--- src/rtl/config_chain_loader.sv ---
// config_chain_loader: streams configuration words LSB-first into the ccff chain.
// Each word arrives on a valid/ready stream, is serialized one bit per clock onto
// ccff_head with prog_en qualifying the shift, and the load completes after
// exactly CHAIN_LEN bits. Surplus bits of the final word are never shifted.
// Optional feature macro: CONFIG_CHAIN_LOADER_CRC_EN enables a CRC-16-CCITT
// over the shifted bits; without it crc_out is tied to zero.
module config_chain_loader #(
    parameter int CHAIN_LEN = 1024,
    parameter int WORD_W    = 8
) (
    input  logic              CK,
    input  logic              RSTN,
    input  logic              start,
    input  logic              abort,
    input  logic [WORD_W-1:0] s_data,
    input  logic              s_valid,
    output logic              s_ready,
    output logic              ccff_head,
    output logic              prog_en,
    output logic              busy,
    output logic              done,
    output logic [20:0]       bit_count,
    output logic [15:0]       crc_out
);

    localparam int WC_W = (WORD_W < 2) ? 1 : $clog2(WORD_W + 1);

    typedef enum logic [1:0] {
        ST_IDLE  = 2'd0,
        ST_LOAD  = 2'd1,
        ST_SHIFT = 2'd2,
        ST_DONE  = 2'd3
    } state_t;

    state_t            state_q, state_d;
    logic [WORD_W-1:0] shreg_q;
    logic [WC_W-1:0]   word_cnt_q;
    logic              load_word;
    logic              shift_bit;
    logic              clear_cnt;
    logic              last_bit;
    logic              word_last;

    assign last_bit  = (bit_count == 21'(CHAIN_LEN - 1));
    assign word_last = (word_cnt_q == WC_W'(WORD_W - 1));
    assign busy      = (state_q == ST_LOAD) || (state_q == ST_SHIFT);
    assign done      = (state_q == ST_DONE);

    // State register.
    always_ff @(posedge CK or negedge RSTN) begin
        if (!RSTN) state_q <= ST_IDLE;
        else       state_q <= state_d;
    end

    // Next-state and per-cycle control strobes; abort beats start while busy.
    always_comb begin
        state_d   = state_q;
        s_ready   = 1'b0;
        load_word = 1'b0;
        shift_bit = 1'b0;
        clear_cnt = 1'b0;
        case (state_q)
            ST_IDLE, ST_DONE: begin
                if (start) begin
                    state_d   = ST_LOAD;
                    clear_cnt = 1'b1;
                end
            end
            ST_LOAD: begin
                if (abort) begin
                    state_d = ST_IDLE;
                end else begin
                    s_ready = 1'b1;
                    if (s_valid) begin
                        load_word = 1'b1;
                        state_d   = ST_SHIFT;
                    end
                end
            end
            ST_SHIFT: begin
                // The bit on ccff_head is captured by the chain at this edge,
                // even when the load is being aborted.
                shift_bit = 1'b1;
                if (abort)          state_d = ST_IDLE;
                else if (last_bit)  state_d = ST_DONE;
                else if (word_last) state_d = ST_LOAD;
                else                state_d = ST_SHIFT;
            end
            default: state_d = ST_IDLE;
        endcase
    end

    // Shift datapath: the first bit of a word is presented straight from s_data
    // so prog_en rises in the cycle right after the handshake.
    always_ff @(posedge CK or negedge RSTN) begin
        if (!RSTN) begin
            shreg_q    <= '0;
            word_cnt_q <= '0;
            bit_count  <= '0;
            ccff_head  <= 1'b0;
            prog_en    <= 1'b0;
        end else begin
            if (load_word) begin
                shreg_q    <= s_data >> 1;
                word_cnt_q <= '0;
            end else if (shift_bit) begin
                shreg_q    <= shreg_q >> 1;
                word_cnt_q <= word_cnt_q + WC_W'(1);
            end

            if (clear_cnt)      bit_count <= '0;
            else if (shift_bit) bit_count <= bit_count + 21'd1;

            prog_en <= (state_d == ST_SHIFT);
            if (load_word)                 ccff_head <= s_data[0];
            else if (state_d == ST_SHIFT)  ccff_head <= shreg_q[0];
            else                           ccff_head <= 1'b0;
        end
    end

`ifdef CONFIG_CHAIN_LOADER_CRC_EN
    logic [15:0] crc_q;

    // One MSB-first CRC-16-CCITT step (poly 0x1021) for a single input bit.
    function automatic logic [15:0] crc_step(input logic [15:0] crc, input logic din);
        logic fb;
        fb = crc[15] ^ din;
        return {crc[14:0], 1'b0} ^ (fb ? 16'h1021 : 16'h0000);
    endfunction

    // CRC over every bit driven with prog_en high; holds when not shifting.
    always_ff @(posedge CK or negedge RSTN) begin
        if (!RSTN)          crc_q <= 16'h0000;
        else if (clear_cnt) crc_q <= 16'hFFFF;
        else if (shift_bit) crc_q <= crc_step(crc_q, ccff_head);
    end

    assign crc_out = crc_q;
`else
    assign crc_out = 16'h0000;
`endif

endmodule

--- config.mk ---
export PLATFORM = sky130hd
export DESIGN_NAME = config_chain_loader
export DESIGN_NICKNAME = d
export VERILOG_FILES = /design/src/rtl/config_chain_loader.sv
export SDC_FILE = /design/constraint.sdc
export NUM_CORES = 1
export LEC_CHECK = 0
export BUFFER_PORTS_ARGS = -buffer_cell sky130_fd_sc_hd__buf_2
export CORE_ASPECT_RATIO = 1.25
export CORE_MARGIN = 2
export CORE_UTILIZATION = 36
export DETAILED_ROUTE_END_ITERATION = 7
export GPL_TIMING_DRIVEN = 0
export PLACE_DENSITY_LB_ADDON = 0.15
export SKIP_CTS_REPAIR_TIMING = 1
export SYNTH_ARGS = -nofsm -noshare
export SYNTH_HDL_FRONTEND = slang
export SYNTH_SLANG_ARGS = --single-unit
--- constraint.sdc ---
create_clock -name CK -period 2.7 [get_ports CK]
set_input_delay 0.135 -clock CK [delete_from_list [all_inputs] [get_ports CK]]
set_output_delay 0.135 -clock CK [all_outputs]
set_load 0.05 [all_outputs]
== Word-level counts from Yosys, hierarchy flattened ==
Index checks and enable logic that the tools add are counted.

* Register bits: 37
* Input port bits: 13
* Word-level logic and storage cells: 42

* Add/sub/neg operators: 2
* Equal/unequal tests: 6
* Muxes and demuxes: 23
* Reductions and logical operators: 5

{| class="wikitable"
|+ Operators with widths
! kind !! count
|-
| 21-bit 2-to-1 mux || 2
|-
| 21-bit by 1-bit adder with 21-bit output, second input constant || 1
|-
| 21-bit by 10-bit equality test with 1-bit output, second input constant || 1
|-
| 8-bit 2-to-1 mux || 2
|-
| 2-bit 2-to-1 mux || 6
|-
| 1-bit 2-to-1 mux || 10
|-
| 4-bit 2-to-1 mux || 2
|-
| 2-bit equality test, second input constant || 3
|-
| 2-bit case mux with 3 select lines || 1
|-
| 4-bit by 1-bit adder with 4-bit output, second input constant || 1
|-
| 4-bit by 3-bit equality test with 1-bit output, second input constant || 1
|-
| 2-bit nonzero test || 2
|-
| 2-bit by 1-bit equality test with 1-bit output, second input constant || 1
|-
| 2-bit zero test || 1
|-
| 2-bit OR reduction || 1
|-
| 1-bit logical OR || 1
|}

== Longest topological paths before layout ==
Gate-level depths: netlist (run 1).

* Depth after elaboration: 8
* Mapped depth: 8
* Depth with buffers taken out: 6

== Worst setup path after synthesis (run 1) ==
No wires, ideal clock.

* Path kind: reg2reg
* From: register state_q[1]
* To: register ccff_head
* Arrival time: 2.297 ns
* Required time: 2.605 ns
* Slack: 0.308 ns
* Stages on the path, launching flop included: 9
* Path buffers: 2
* Clock period less this slack: 2.392 ns
* Path through: dfrtp_1 inv_1 ha_1 nor2b_1 and2_1 clkbuf_1 clkbuf_1 nand2_1 o31ai_1

* Cells in the longest elaborated chain, start to end: 6
* Elaborated cells between the ends (all ways): 13

{| class="wikitable"
|+ RTL lines
! element !! line !! text
|-
| start: declaration || 35 || <nowiki>state_t state_q, state_d;</nowiki>
|-
| start signal: assignment || 52 || <nowiki>else state_q <= state_d;</nowiki>
|-
| 2-bit equality test, or another cell as far along || 62 || <nowiki>case (state_q)</nowiki>
|-
| 2-bit OR reduction / 2-bit 2-to-1 mux (equally long branches) || 62, 70 ||
|-
| 2-bit case mux with 3 select lines || 62 ||
|-
| 2-bit equality test || 116 || <nowiki>else if (state_d == ST_SHIFT) ccff_head <= shreg_q[0];</nowiki>
|-
| 1-bit 2-to-1 mux || 116 ||
|-
| 1-bit 2-to-1 mux * || 115 || <nowiki>if (load_word) ccff_head <= s_data[0];</nowiki>
|-
| end signal: assignment || 115 ||
|-
| end signal: assignment || 116 ||
|-
| end: declaration || 18 || <nowiki>output logic ccff_head,</nowiki>
|}

Mark *: on every way between the ends. The rest lies on a longest branch, timed or not.
A chain may end at the register's enable or synchronous reset.

== Final worst setup path (run 1) ==
* From: register state_q[0]
* To: register bit_count[20]

* Cells in the longest elaborated chain, start to end: 4
* Elaborated cells between the ends (all ways): 8

{| class="wikitable"
|+ RTL lines
! element !! line !! text
|-
| 2-bit equality test / 2-bit zero test (equally long branches) || 62 ||
|-
| 2-bit OR reduction || 62 ||
|-
| 1-bit 2-to-1 mux || 62 ||
|-
| 21-bit 2-to-1 mux / 2-bit nonzero test (equally long branches) || -- ||
|-
| end signal: assignment || 112 || <nowiki>else if (shift_bit) bit_count <= bit_count + 21'd1;</nowiki>
|-
| end: declaration || 22 || <nowiki>output logic [20:0] bit_count,</nowiki>
|}

Parallel ways exist; a longest one is shown, timed or not.

==> results of run 1 <==
-- Yosys cell counts (4+ instances only) --
cell type  count  area [µm²]
a21oi_1        7        35.0
buf_4         16         120
clkbuf_1       4        15.0
dfrtp_1       36         901
ha_1           5        62.6
inv_1          6        22.5
mux2i_1        8        80.1
nand2_1       18        67.6
nand3_1        7        35.0
nand4_1        6        37.5
nor2_1        20        75.1
nor3_1         4        20.0
nor4_1         6        37.5
o21ai_0       13        65.1
o31ai_1        5        37.5
or3_1          5        31.3
xnor2_1       10        87.6
xor2_1         6        52.6
-- routing by layer --
layer | global-route usage (%) | part of all wire (%) | vias up
li1 | - | - | 816
met1 | 17.3 | 43 | 755
met2 | 26.2 | 51 | 41
met3 | 4.05 | 4.7 | 4
met4 | 5.42 | 1.1 | 0
met5 | 0 | 0 | -
-- critical path, cell delays in order (launching register included) --
cell and delay (ns):
dfrtp_1 0.44, inv_1 0.08, ha_1 0.14, buf_2 0.22
nand3_2 0.16, or3_1 0.32, buf_2 0.16, or4_1 0.40
a21oi_1 0.16
-- final timing paths --
kind,endpoint,cells past startpoint,from
min in group asynchronous,bit_count[18]$_DFFE_PN0P_,2,RSTN
worst max register to register,bit_count[20]$_DFFE_PN0P_,8,state_q[0]$_DFF_PN0_
worst max-delay path,bit_count[20]$_DFFE_PN0P_,8,state_q[0]$_DFF_PN0_
max in group asynchronous,state_q[1]$_DFF_PN0_,2,RSTN
worst min-delay path,shreg_q[6]$_DFFE_PN0P_,3,s_data[7]
worst min register to register,shreg_q[6]$_DFFE_PN0P_,2,shreg_q[6]$_DFFE_PN0P_
-- layout make-up --
type                            count  area (µm²)
Clock buffer                        8        90.1
Inverter                            6        22.5
Sequential cell                    36         901
Timing Repair Buffer               39         200
Buffer                             23         149
Multi-Input combinational cell    158         971
Fill cell                         541        2950
Tap cell                           64        80.1
-- power groups by stage --
| stage | Combinational (mW) | Sequential [mW] | Clock, mW |
|---|---|---|---|
| after detailed placement | 0.658 | 0.725 | 0 |
| after global routing | 0.726 | 0.731 | 0.430 |
| after global placement | 0.645 | 0.724 | 0 |
| after floorplan | 0.442 | 0.779 | 0 |
| final | 0.650 | 0.714 | 0.391 |
| after CTS | 0.661 | 0.716 | 0.408 |
-- stage by stage --
stage | instance area (µm²) | std cells
after detailed placement | 2310 | 325
after global placement | 2310 | 325
after floorplan | 2040 | 223
final | 2410 | 334
after CTS | 2400 | 333
after global routing | 2410 | 334
-- sequential cells by signal, indices dropped and copies added (netlist names) --
register and flops:
bit_count 21, ccff_head 1, prog_en 1, shreg_q 7
state_q 2, word_cnt_q 4
-- cells by family after synthesis --
kind of cell	count (synthesis)	share of synthesized area (%)
AOI/OAI and AO/OA	29	8.69
xor gates and xnor gates	16	7.05
adders and majority gates	5	3.15
buffers and inverters	29	8.63
DFF	36	45.3
muxes	8	4.03
other	1	0.189
and+or+nand+nor	84	22.9
==> out/summary.log, run 1 <==
INFO  synth          synth_edf_count=0
INFO  worst_setup_path cp-start-kind=flip-flop
INFO  sta            worstMarginPinSlew=0.807ns
INFO  power          seq_power_share=40.7%
INFO  clock_tree     cts-htree-levels=2
INFO  power          clock_power_share=22.3%
INFO  synth          synth_async_sr_flop_share=100%
INFO  sta            setup_tns=0ns
INFO  power          total_switching_power=0.700mW
INFO  synth          yosysSeqAreaShare=45.3%
INFO  routing        detail_route.wl_per_cell=12.8µm
INFO  sta            hold_slack=0.0471ns
INFO  layout         num-nets-final=287
INFO  global_route   grt_pass1_wl=7260µm
INFO  sta            clock_skew=0.00816ns
INFO  global_route   first_global_vias=1,537
INFO  die            core=0.00537mm²
INFO  synth          ys.warnings.count=0
INFO  die            start_util=37.0%
INFO  layout         diodes=0
INFO  synth          postSynthAreaPerCell=9.55µm²
INFO  synth          commonest_register_cell_after_synthesis=dfrtp_1
INFO  run_status     run_status=finished, final reports clean
INFO  clock_tree     cts_tree=done
INFO  synth          post_synth_inst_count=208
INFO  layout         utilization=45.0%
INFO  layout         layout.cells.most_common=buf_2
INFO  sta            relSlewSlack=46.2%
INFO  power          power.internal=1.06mW
INFO  flow_run       max-cap-violations=0
INFO  clock_tree     worst_skew_pair.late_latency=0.29ns
INFO  routing        drt_first_pass_iters=4
INFO  routing        detail_route.wirelength=4270µm
INFO  placement      buffer_ports.inserted=38
INFO  layout         drive_gt1_share=25.2%
INFO  sta            number_of_endpoints_with_negative_hold_slack_in_the_final_report=0
INFO  clock_tree     cts_buffers=5
INFO  power          p_total=1.76mW
INFO  routing        drc=0
INFO  clock_tree     clockRootBuffer=clkbuf_8
INFO  global_route   grt_overflow=0
INFO  sta            achievable-frequency=465MHz
INFO  sta            final_worst_path_period_need=2.15ns
INFO  sta            finalCritPeriodShare=79.7%
INFO  routing        drtIter0Drc=41
INFO  power          cellPowerDensity=727mW/mm²
INFO  global_route   antenna_violations_before_repair=0
INFO  placement      place_ws=0.566ns
INFO  routing        final_ant_viol_nets=0
INFO  routing        vias=1,616
INFO  routing        post_drt_via_cell_ratio=4.84
INFO  placement      place.gp.congestion=0.781
INFO  worst_setup_path critical_path_arrival=2.36ns
INFO  global_route   grt_max_degree=37
INFO  power          switching_part_of_the_total_power=39.9%
INFO  worst_setup_path worstSetupPathType=reg -> reg
INFO  worst_hold_path worstHoldPathType=in -> reg
INFO  power          vdd.ir_drop.worst=0.391mV
INFO  clock_tree     cts_clock_pin_slew_for_the_worst_setup_and_hold_paths=0.07ns
INFO  die            fp.dieArea=0.00613mm²
INFO  worst_setup_path cp_data_required_time=2.91ns
INFO  worst_setup_path worst_setup_path_end_kind=flip-flop
INFO  synth          synth_cell_type_count=38
INFO  synth          synth-seq-cells=36
INFO  worst_setup_path critPathMaxFanout=10
INFO  sta            final.setup.worst_slack=0.548ns
INFO  power          p_comb_share=37.0%
INFO  power          power.static_leakage=1.15nW
INFO  global_route   groute.usage.overall=14.9%
INFO  sta            maxSlewViolCount=0
INFO  die            boundaryPins=55
INFO  synth          syn_area=0.00199mm²
INFO  die            floorplan.rows=30
INFO  worst_setup_path worst-r2r-setup-slack=0.55ns
INFO  placement      detailed_placer_s_ending_hpwl=3120µm
INFO  die            width_of_the_chip=70.5µm
INFO  sta            rsz_0062_raised_after_global_routing=false
INFO  layout         syn2layout_area_growth=21.5%
INFO  sta            setup_violating_endpoint_count_in_the_final_report=0
INFO  die            die_y=87.1µm
INFO  clock_tree     clock-sinks=36
INFO  clock_tree     clockBufferDepth=2
INFO  layout         mostFrequentLayoutCells=buf_2 (40), dfrtp_1 (36), nor2_1 (20), nand2_1 (18)
Note: power is estimated with default switching activity, not from simulation.
==> run 2: changes to the inputs <==
==> constraint.sdc (replaced) <==
create_clock -name CK -period 2.1 [get_ports CK]
set_input_delay 0.105 -clock CK [delete_from_list [all_inputs] [get_ports CK]]
set_output_delay 0.105 -clock CK [all_outputs]
set_load 0.05 [all_outputs]
==> run 2 against run 1 <==
Effect of this change: register-to-register slack worse by 0.43 ns; clock power up 18%; sequential power up 28%; non-clock buffer count up 1; combinational power up 32%; count of clock-buffer cells in the layout down 2; sequential share of layout area down 0.095 points; critical endpoint is now bit_count[18]$_DFFE_PN0P_; largest cell class unchanged; largest power group unchanged.
==> out/summary.log, run 2 (synthesized netlist as in run 1, its figures left out) <==
INFO  sta            clock_skew=0.00468ns [-0.00349 ns]
INFO  die            boundaryPins=55 [unchanged]
INFO  die            die_y=87.1µm [unchanged]
INFO  clock_tree     worst_skew_pair.late_latency=0.29ns [about the same]
INFO  worst_setup_path worst_r2r_startpoint=state_q[0]$_DFF_PN0_
INFO  layout         syn2layout_area_growth=22.3%
INFO  power          vdd.ir_drop.worst=0.565mV [+44%]
INFO  sta            rsz_0062_raised_after_global_routing=false
INFO  clock_tree     clock-sinks=36 [unchanged]
INFO  layout         biggestRegsByFlops=bit_count (21), shreg_q (7), word_cnt_q (4)
INFO  placement      buffer_ports.inserted=38 [unchanged]
INFO  worst_hold_path worstHoldPathType=in -> reg
INFO  routing        drtIter0Drc=130 [+220%]
INFO  worst_setup_path cp_data_required_time=2.31ns [-0.60 ns]
INFO  layout         drive_gt1_share=27.4% [+2.2 points]
INFO  layout         largest_register_ffs=21 [unchanged]
INFO  sta            maxSlewViolCount=0 [unchanged]
INFO  clock_tree     cts_tree=done
INFO  flow_run       max-cap-violations=0 [unchanged]
INFO  routing        drc=0 [unchanged]
INFO  sta            achievable-frequency=506MHz [+8.8%]
INFO  layout         layout.cells.most_common=buf_2
INFO  worst_hold_path min_to=shreg_q[6]$_DFFE_PN0P_
INFO  global_route   grt_overflow=0 [unchanged]
INFO  layout         final.fill_count=517 [-4.4%]
INFO  layout         mostFrequentLayoutCells=buf_2 (39), dfrtp_1 (33), nor2_1 (20), nand2_1 (18), buf_4 (17)
INFO  worst_setup_path timing.critical_path.from=state_q[0]$_DFF_PN0_
INFO  clock_tree     cts_buffers=5 [unchanged]
INFO  layout         area_occupied_by_multi_input_gates=981µm² [+1.0%]
INFO  die            floorplan.rows=30 [unchanged]
INFO  worst_hold_path worst_hold_startpoint=s_data[7]
INFO  worst_setup_path critPathMaxFanout=10 [unchanged]
INFO  placement      detailed_placer_s_ending_hpwl=3010µm [-3.4%]
INFO  sta            worstMarginPinSlew=0.816ns [+0.00833 ns]
INFO  die            start_util=37.0% [unchanged]
INFO  clock_tree     clockRootBuffer=clkbuf_8
INFO  sta            setup_tns=0ns [unchanged]
INFO  sta            final.setup.worst_slack=0.122ns [-0.426 ns]
INFO  placement      place.gp.congestion=0.770 [-1.4%]
INFO  layout         num-nets-final=288 [+0.35%]
INFO  routing        drt_first_pass_iters=4 [unchanged]
INFO  sta            setup_violating_endpoint_count_in_the_final_report=0 [unchanged]
INFO  routing        detail_route.wl_per_cell=12.1µm [-5.4%]
INFO  layout         diodes=0 [unchanged]
INFO  worst_setup_path worst-r2r-setup-slack=0.12ns [-0.43 ns]
INFO  global_route   antenna_violations_before_repair=0 [unchanged]
INFO  worst_setup_path rr_worst_depth=8 [unchanged]
INFO  die            core=0.00537mm² [unchanged]
INFO  die            fp.dieArea=0.00613mm² [unchanged]
INFO  routing        vias=1,589 [-1.7%]
INFO  layout         regMostFlops=bit_count
INFO  sta            number_of_endpoints_with_negative_hold_slack_in_the_final_report=0 [unchanged]
INFO  worst_setup_path worst_setup_path_end_kind=flip-flop
INFO  run_status     run_status=finished, final reports clean
INFO  worst_setup_path cp-start-kind=flip-flop
INFO  clock_tree     cts_clock_pin_slew_for_the_worst_setup_and_hold_paths=0.07ns [about the same]
INFO  layout         regArea=905µm² [+0.42%]
INFO  global_route   grt_pass1_wl=6930µm [-4.6%]
INFO  worst_setup_path timing.rr.end=bit_count[18]$_DFFE_PN0P_
INFO  placement      place_ws=-0.0391ns [-0.605 ns]
INFO  sta            final_worst_path_period_need=1.98ns [-0.174 ns]
INFO  die            width_of_the_chip=70.5µm [unchanged]
INFO  worst_setup_path worstSetupPathType=reg -> reg
INFO  sta            relSlewSlack=45.6% [-0.56 points]
INFO  power          power.static_leakage=1.15nW [+0.11%]
INFO  clock_tree     clockBufferDepth=2 [unchanged]
INFO  routing        detail_route.wirelength=4040µm [-5.4%]
INFO  routing        final_ant_viol_nets=0 [unchanged]
INFO  worst_setup_path critical_path_arrival=2.19ns [-0.17 ns]
INFO  global_route   grt_max_degree=37 [unchanged]
INFO  global_route   groute.usage.overall=14.2% [-0.71 points]
INFO  sta            finalCritPeriodShare=94.2% [+14 points]
INFO  routing        post_drt_via_cell_ratio=4.76 [-1.7%]
INFO  power          cellPowerDensity=919mW/mm² [+26%]
INFO  clock_tree     cts-htree-levels=2 [unchanged]
INFO  global_route   first_global_vias=1,468 [-4.5%]
INFO  worst_hold_path whs_path_depth=3 [unchanged]
## run 2: cell count changes in the layout (fill, tap and decap cells not counted), sizes merged
cell,before,now
buf,57,58
clkbuf,12,10
clkinv,0,1
## run 2: layout make-up
| cell class | instances | share of cell area [%] |
|---|---|---|
| plain buffers | 23 | 6.44 |
| clock buffers | 6 | 2.99 |
| clock inverters | 1 | 0.206 |
| inverters | 6 | 0.927 |
| multi-input cells | 158 | 40.4 |
| flip-flops and latches | 36 | 37.2 |
| well taps | 64 | 3.30 |
| repair buffers | 40 | 8.55 |
## run 2: layer usage
metal	vias up	routed length (µm)	share of wire, %	track usage, %
met2	30	2050	51	23.2
met3	7	166	4.1	3.82
met5	-	0	0	0
met1	738	1770	44	18.0
li1	814	-	-	-
met4	0	58	1.4	5.24
## run 2: report_power, final
part / switching (mW) / internal (mW)
combinational: 0.573 / 0.286
sequential: 0.0836 / 0.827
clock: 0.238 / 0.225
## run 2: worst max-delay path by stage
stage                                endpoint  cells after the start
finish              bit_count[18]$_DFFE_PN0P_                      8
floorplan                 ccff_head$_DFF_PN0_                      8
detailed placement  bit_count[18]$_DFFE_PN0P_                      8
global route        bit_count[20]$_DFFE_PN0P_                      8
CTS                 bit_count[18]$_DFFE_PN0P_                      8
global placement    bit_count[18]$_DFFE_PN0P_                      8
## run 2: worst max-delay path: stages (launching register included)
cell and delay [ns]:
dfrtp_2 0.40, inv_1 0.05, ha_1 0.16, buf_6 0.15
nand3_4 0.10, or3_1 0.31, buf_2 0.17, or4_1 0.40
a21oi_1 0.15
## run 2: through the flow
step                      util [%]  area (µm²)  total power, mW  hold slack, ns  cells
final                         45.3        2430             2.23          0.0148    334
after global routing          45.3        2430             2.40          0.0315    334
after CTS                     44.6        2400             2.24         -0.0658    332
after detailed placement      43.2        2320             1.77           0.250    325
after global placement        43.2        2320             1.76           0.252    325
after floorplan                  -        2050             1.57          -0.191    223
==> run 3: changes to the inputs <==
--- a/config.mk
+++ b/config.mk
@@ -11,6 +11,7 @@
 export CORE_UTILIZATION = 36
 export DETAILED_ROUTE_END_ITERATION = 7
 export GPL_TIMING_DRIVEN = 0
+export MAX_ROUTING_LAYER = met4
 export PLACE_DENSITY_LB_ADDON = 0.15
 export SKIP_CTS_REPAIR_TIMING = 1
 export SYNTH_ARGS = -nofsm -noshare
==> run 3 against run 2 <==
Effect of this change: design area is the same; core utilization is the same; register-to-register slack is essentially flat; non-clock buffer count is the same; global-route usage grew 0.42 points; maximum frequency is essentially flat; sequential share of layout area is the same; combinational power is essentially flat; critical path depth is the same; total power is essentially flat.
==> out/summary.log, run 3 (synthesized netlist as in run 1, its figures left out) <==
INFO  clock_tree     worst_skew_pair.late_latency=0.29ns [about the same]
INFO  die            start_util=37.0% [unchanged]
INFO  power          cellPowerDensity=919mW/mm² [about the same]
INFO  layout         regMostFlops=bit_count
INFO  sta            finalCritPeriodShare=94.3% [about the same]
INFO  routing        detail_route.wl_per_cell=12.1µm [-0.15%]
INFO  clock_tree     clockBufferDepth=2 [unchanged]
INFO  power          total_switching_power=0.895mW [about the same]
INFO  power          p_total=2.23mW [about the same]
INFO  sta            worstMarginPinSlew=0.816ns [+0.000598 ns]
INFO  worst_hold_path worstHoldPathType=in -> reg
INFO  die            floorplan.rows=30 [unchanged]
INFO  sta            achievable-frequency=505MHz [about the same]
INFO  placement      buffer_ports.inserted=38 [unchanged]
INFO  worst_setup_path cp_data_required_time=2.31ns [about the same]
INFO  worst_setup_path critPathMaxFanout=10 [unchanged]
INFO  worst_setup_path critical_path_arrival=2.19ns [about the same]
INFO  layout         mostFrequentLayoutCells=buf_2 (39), dfrtp_1 (33), nor2_1 (20), nand2_1 (18), buf_4 (17)
INFO  layout         final.fill_count=517 [unchanged]
INFO  global_route   grt_most_used_layer=met2
INFO  power          clock_power_share=20.8% [about the same]
INFO  placement      place.gp.congestion=0.780 [+1.3%]
INFO  routing        detail_route.wirelength=4040µm [-0.15%]
INFO  die            die_y=87.1µm [unchanged]
INFO  clock_tree     cts_buffers=5 [unchanged]
INFO  die            width_of_the_chip=70.5µm [unchanged]
INFO  die            boundaryPins=55 [unchanged]
INFO  routing        drt_first_pass_iters=4 [unchanged]
INFO  power          switching_part_of_the_total_power=40.1% [about the same]
INFO  global_route   grt_use_met3=3.59% [-0.23 points]
INFO  sta            final.setup.worst_slack=0.121ns [-0.00174 ns]
INFO  sta            rsz_0062_raised_after_global_routing=false
INFO  worst_setup_path cp-start-kind=flip-flop
INFO  layout         regArea=905µm² [unchanged]
INFO  layout         layout.cells.most_common=buf_2
INFO  placement      detailed_placer_s_ending_hpwl=3010µm [unchanged]
INFO  die            fp.dieArea=0.00613mm² [unchanged]
INFO  sta            final_worst_path_period_need=1.98ns [+0.00174 ns]
INFO  global_route   grt_max_degree=37 [unchanged]
INFO  placement      place_ws=-0.0391ns [unchanged]
INFO  global_route   groute.usage.overall=14.6% [+0.42 points]
INFO  power          power.static_leakage=1.15nW [unchanged]
INFO  sta            relSlewSlack=45.6% [about the same]
INFO  flow_run       max-cap-violations=0 [unchanged]
INFO  routing        drc=0 [unchanged]
INFO  clock_tree     clockRootBuffer=clkbuf_8
INFO  layout         area_occupied_by_multi_input_gates=981µm² [unchanged]
INFO  routing        post_drt_via_cell_ratio=4.77 [+0.31%]
INFO  layout         drive_gt1_share=27.4% [unchanged]
INFO  sta            clock_skew=0.00568ns [+0.00101 ns]
INFO  power          p_comb_share=38.4% [about the same]
INFO  layout         biggestRegsByFlops=bit_count (21), shreg_q (7), word_cnt_q (4)
INFO  run_status     run_status=finished, final reports clean
INFO  global_route   first_global_vias=1,466 [-0.14%]
INFO  clock_tree     cts_clock_pin_slew_for_the_worst_setup_and_hold_paths=0.07ns [about the same]
INFO  placement      placed_area=0.00232mm² [unchanged]
INFO  layout         post-route-cell-area=0.00243mm² [unchanged]
INFO  layout         num-nets-final=288 [unchanged]
INFO  worst_setup_path worstSetupPathType=reg -> reg
INFO  sta            setup_violating_endpoint_count_in_the_final_report=0 [unchanged]
INFO  clock_tree     cts_tree=done
INFO  routing        final_ant_viol_nets=0 [unchanged]
INFO  routing        vias=1,594 [+0.31%]
INFO  layout         syn2layout_area_growth=22.3% [unchanged]
INFO  routing        drtIter0Drc=125 [-3.8%]
INFO  sta            maxSlewViolCount=0 [unchanged]
INFO  worst_setup_path worst-r2r-setup-slack=0.12ns [about the same]
INFO  layout         largest_register_ffs=21 [unchanged]
INFO  layout         diodes=0 [unchanged]
INFO  global_route   grt_overflow=0 [unchanged]
INFO  global_route   grt_pass1_wl=6920µm [-0.10%]
INFO  die            core=0.00537mm² [unchanged]
INFO  clock_tree     cts-htree-levels=2 [unchanged]
INFO  worst_setup_path worst_setup_path_end_kind=flip-flop
INFO  sta            setup_tns=0ns [unchanged]
INFO  power          seq_power_share=40.8% [about the same]
INFO  sta            number_of_endpoints_with_negative_hold_slack_in_the_final_report=0 [unchanged]
INFO  power          power.internal=1.34mW [about the same]
INFO  global_route   grt.met2_usage=23.3% [+0.086 points]
INFO  global_route   met1_usage=18.1% [+0.073 points]
INFO  power          vdd.ir_drop.worst=0.567mV [+0.39%]
INFO  clock_tree     clock-sinks=36 [unchanged]
INFO  global_route   antenna_violations_before_repair=0 [unchanged]
-- run 3: cell counts in the layout (fill, tap and decap cells not counted) --
Identical to the previous run, type by type.
-- run 3: worst max-delay path, cell delays in order (launching register included) --
cell	delay, ns
dfrtp_2	0.40
inv_1	0.05
ha_1	0.16
buf_6	0.15
nand3_4	0.10
or3_1	0.31
buf_2	0.17
or4_1	0.40
a21oi_1	0.15
-- run 3: cell type report --
type	instances	area share [%]
multi-input combinational	158	40.4
timing repair buffer	40	8.55
tap	64	3.30
sequential	36	37.2
clock buffer	6	2.99
clock inverter	1	0.206
inverter	6	0.927
buffer	23	6.44
-- run 3: power groups by stage --
| stage | Sequential, mW | Combinational (mW) | Clock [mW] |
|---|---|---|---|
| 5_1_grt | 0.930 | 0.967 | 0.507 |
| 2_1_floorplan | 1.00 | 0.570 | 0 |
| 4_1_cts | 0.922 | 0.837 | 0.482 |
| 3_3_place_gp | 0.931 | 0.830 | 0 |
| 3_5_place_dp | 0.934 | 0.833 | 0 |
| 6_report | 0.911 | 0.859 | 0.465 |
-- run 3: metrics by stage --
stage	instances	hold WS, ns	util [%]
finish	334	0.0128	45.3
detailed placement	325	0.250	43.2
global placement	325	0.252	43.2
floorplan	223	-0.191	-
CTS	332	-0.0658	44.6
global route	334	0.0319	45.3
-- run 3: worst paths after layout --
kind / from / cells after the start / to
worst max-delay path: state_q[0]$_DFF_PN0_ / 8 / bit_count[18]$_DFFE_PN0P_
worst min-delay path: s_data[7] / 3 / shreg_q[6]$_DFFE_PN0P_
worst max register to register: state_q[0]$_DFF_PN0_ / 8 / bit_count[18]$_DFFE_PN0P_
worst min register to register: shreg_q[6]$_DFFE_PN0P_ / 2 / shreg_q[6]$_DFFE_PN0P_
max in group asynchronous: RSTN / 2 / bit_count[0]$_DFFE_PN0P_
min in group asynchronous: RSTN / 2 / bit_count[6]$_DFFE_PN0P_
-- run 3: metal layers --
layer	wire, µm	share of wire, %
met1	1750	43
met2	2060	51
met3	160	4.0
met4	61	1.5
met5	0	0
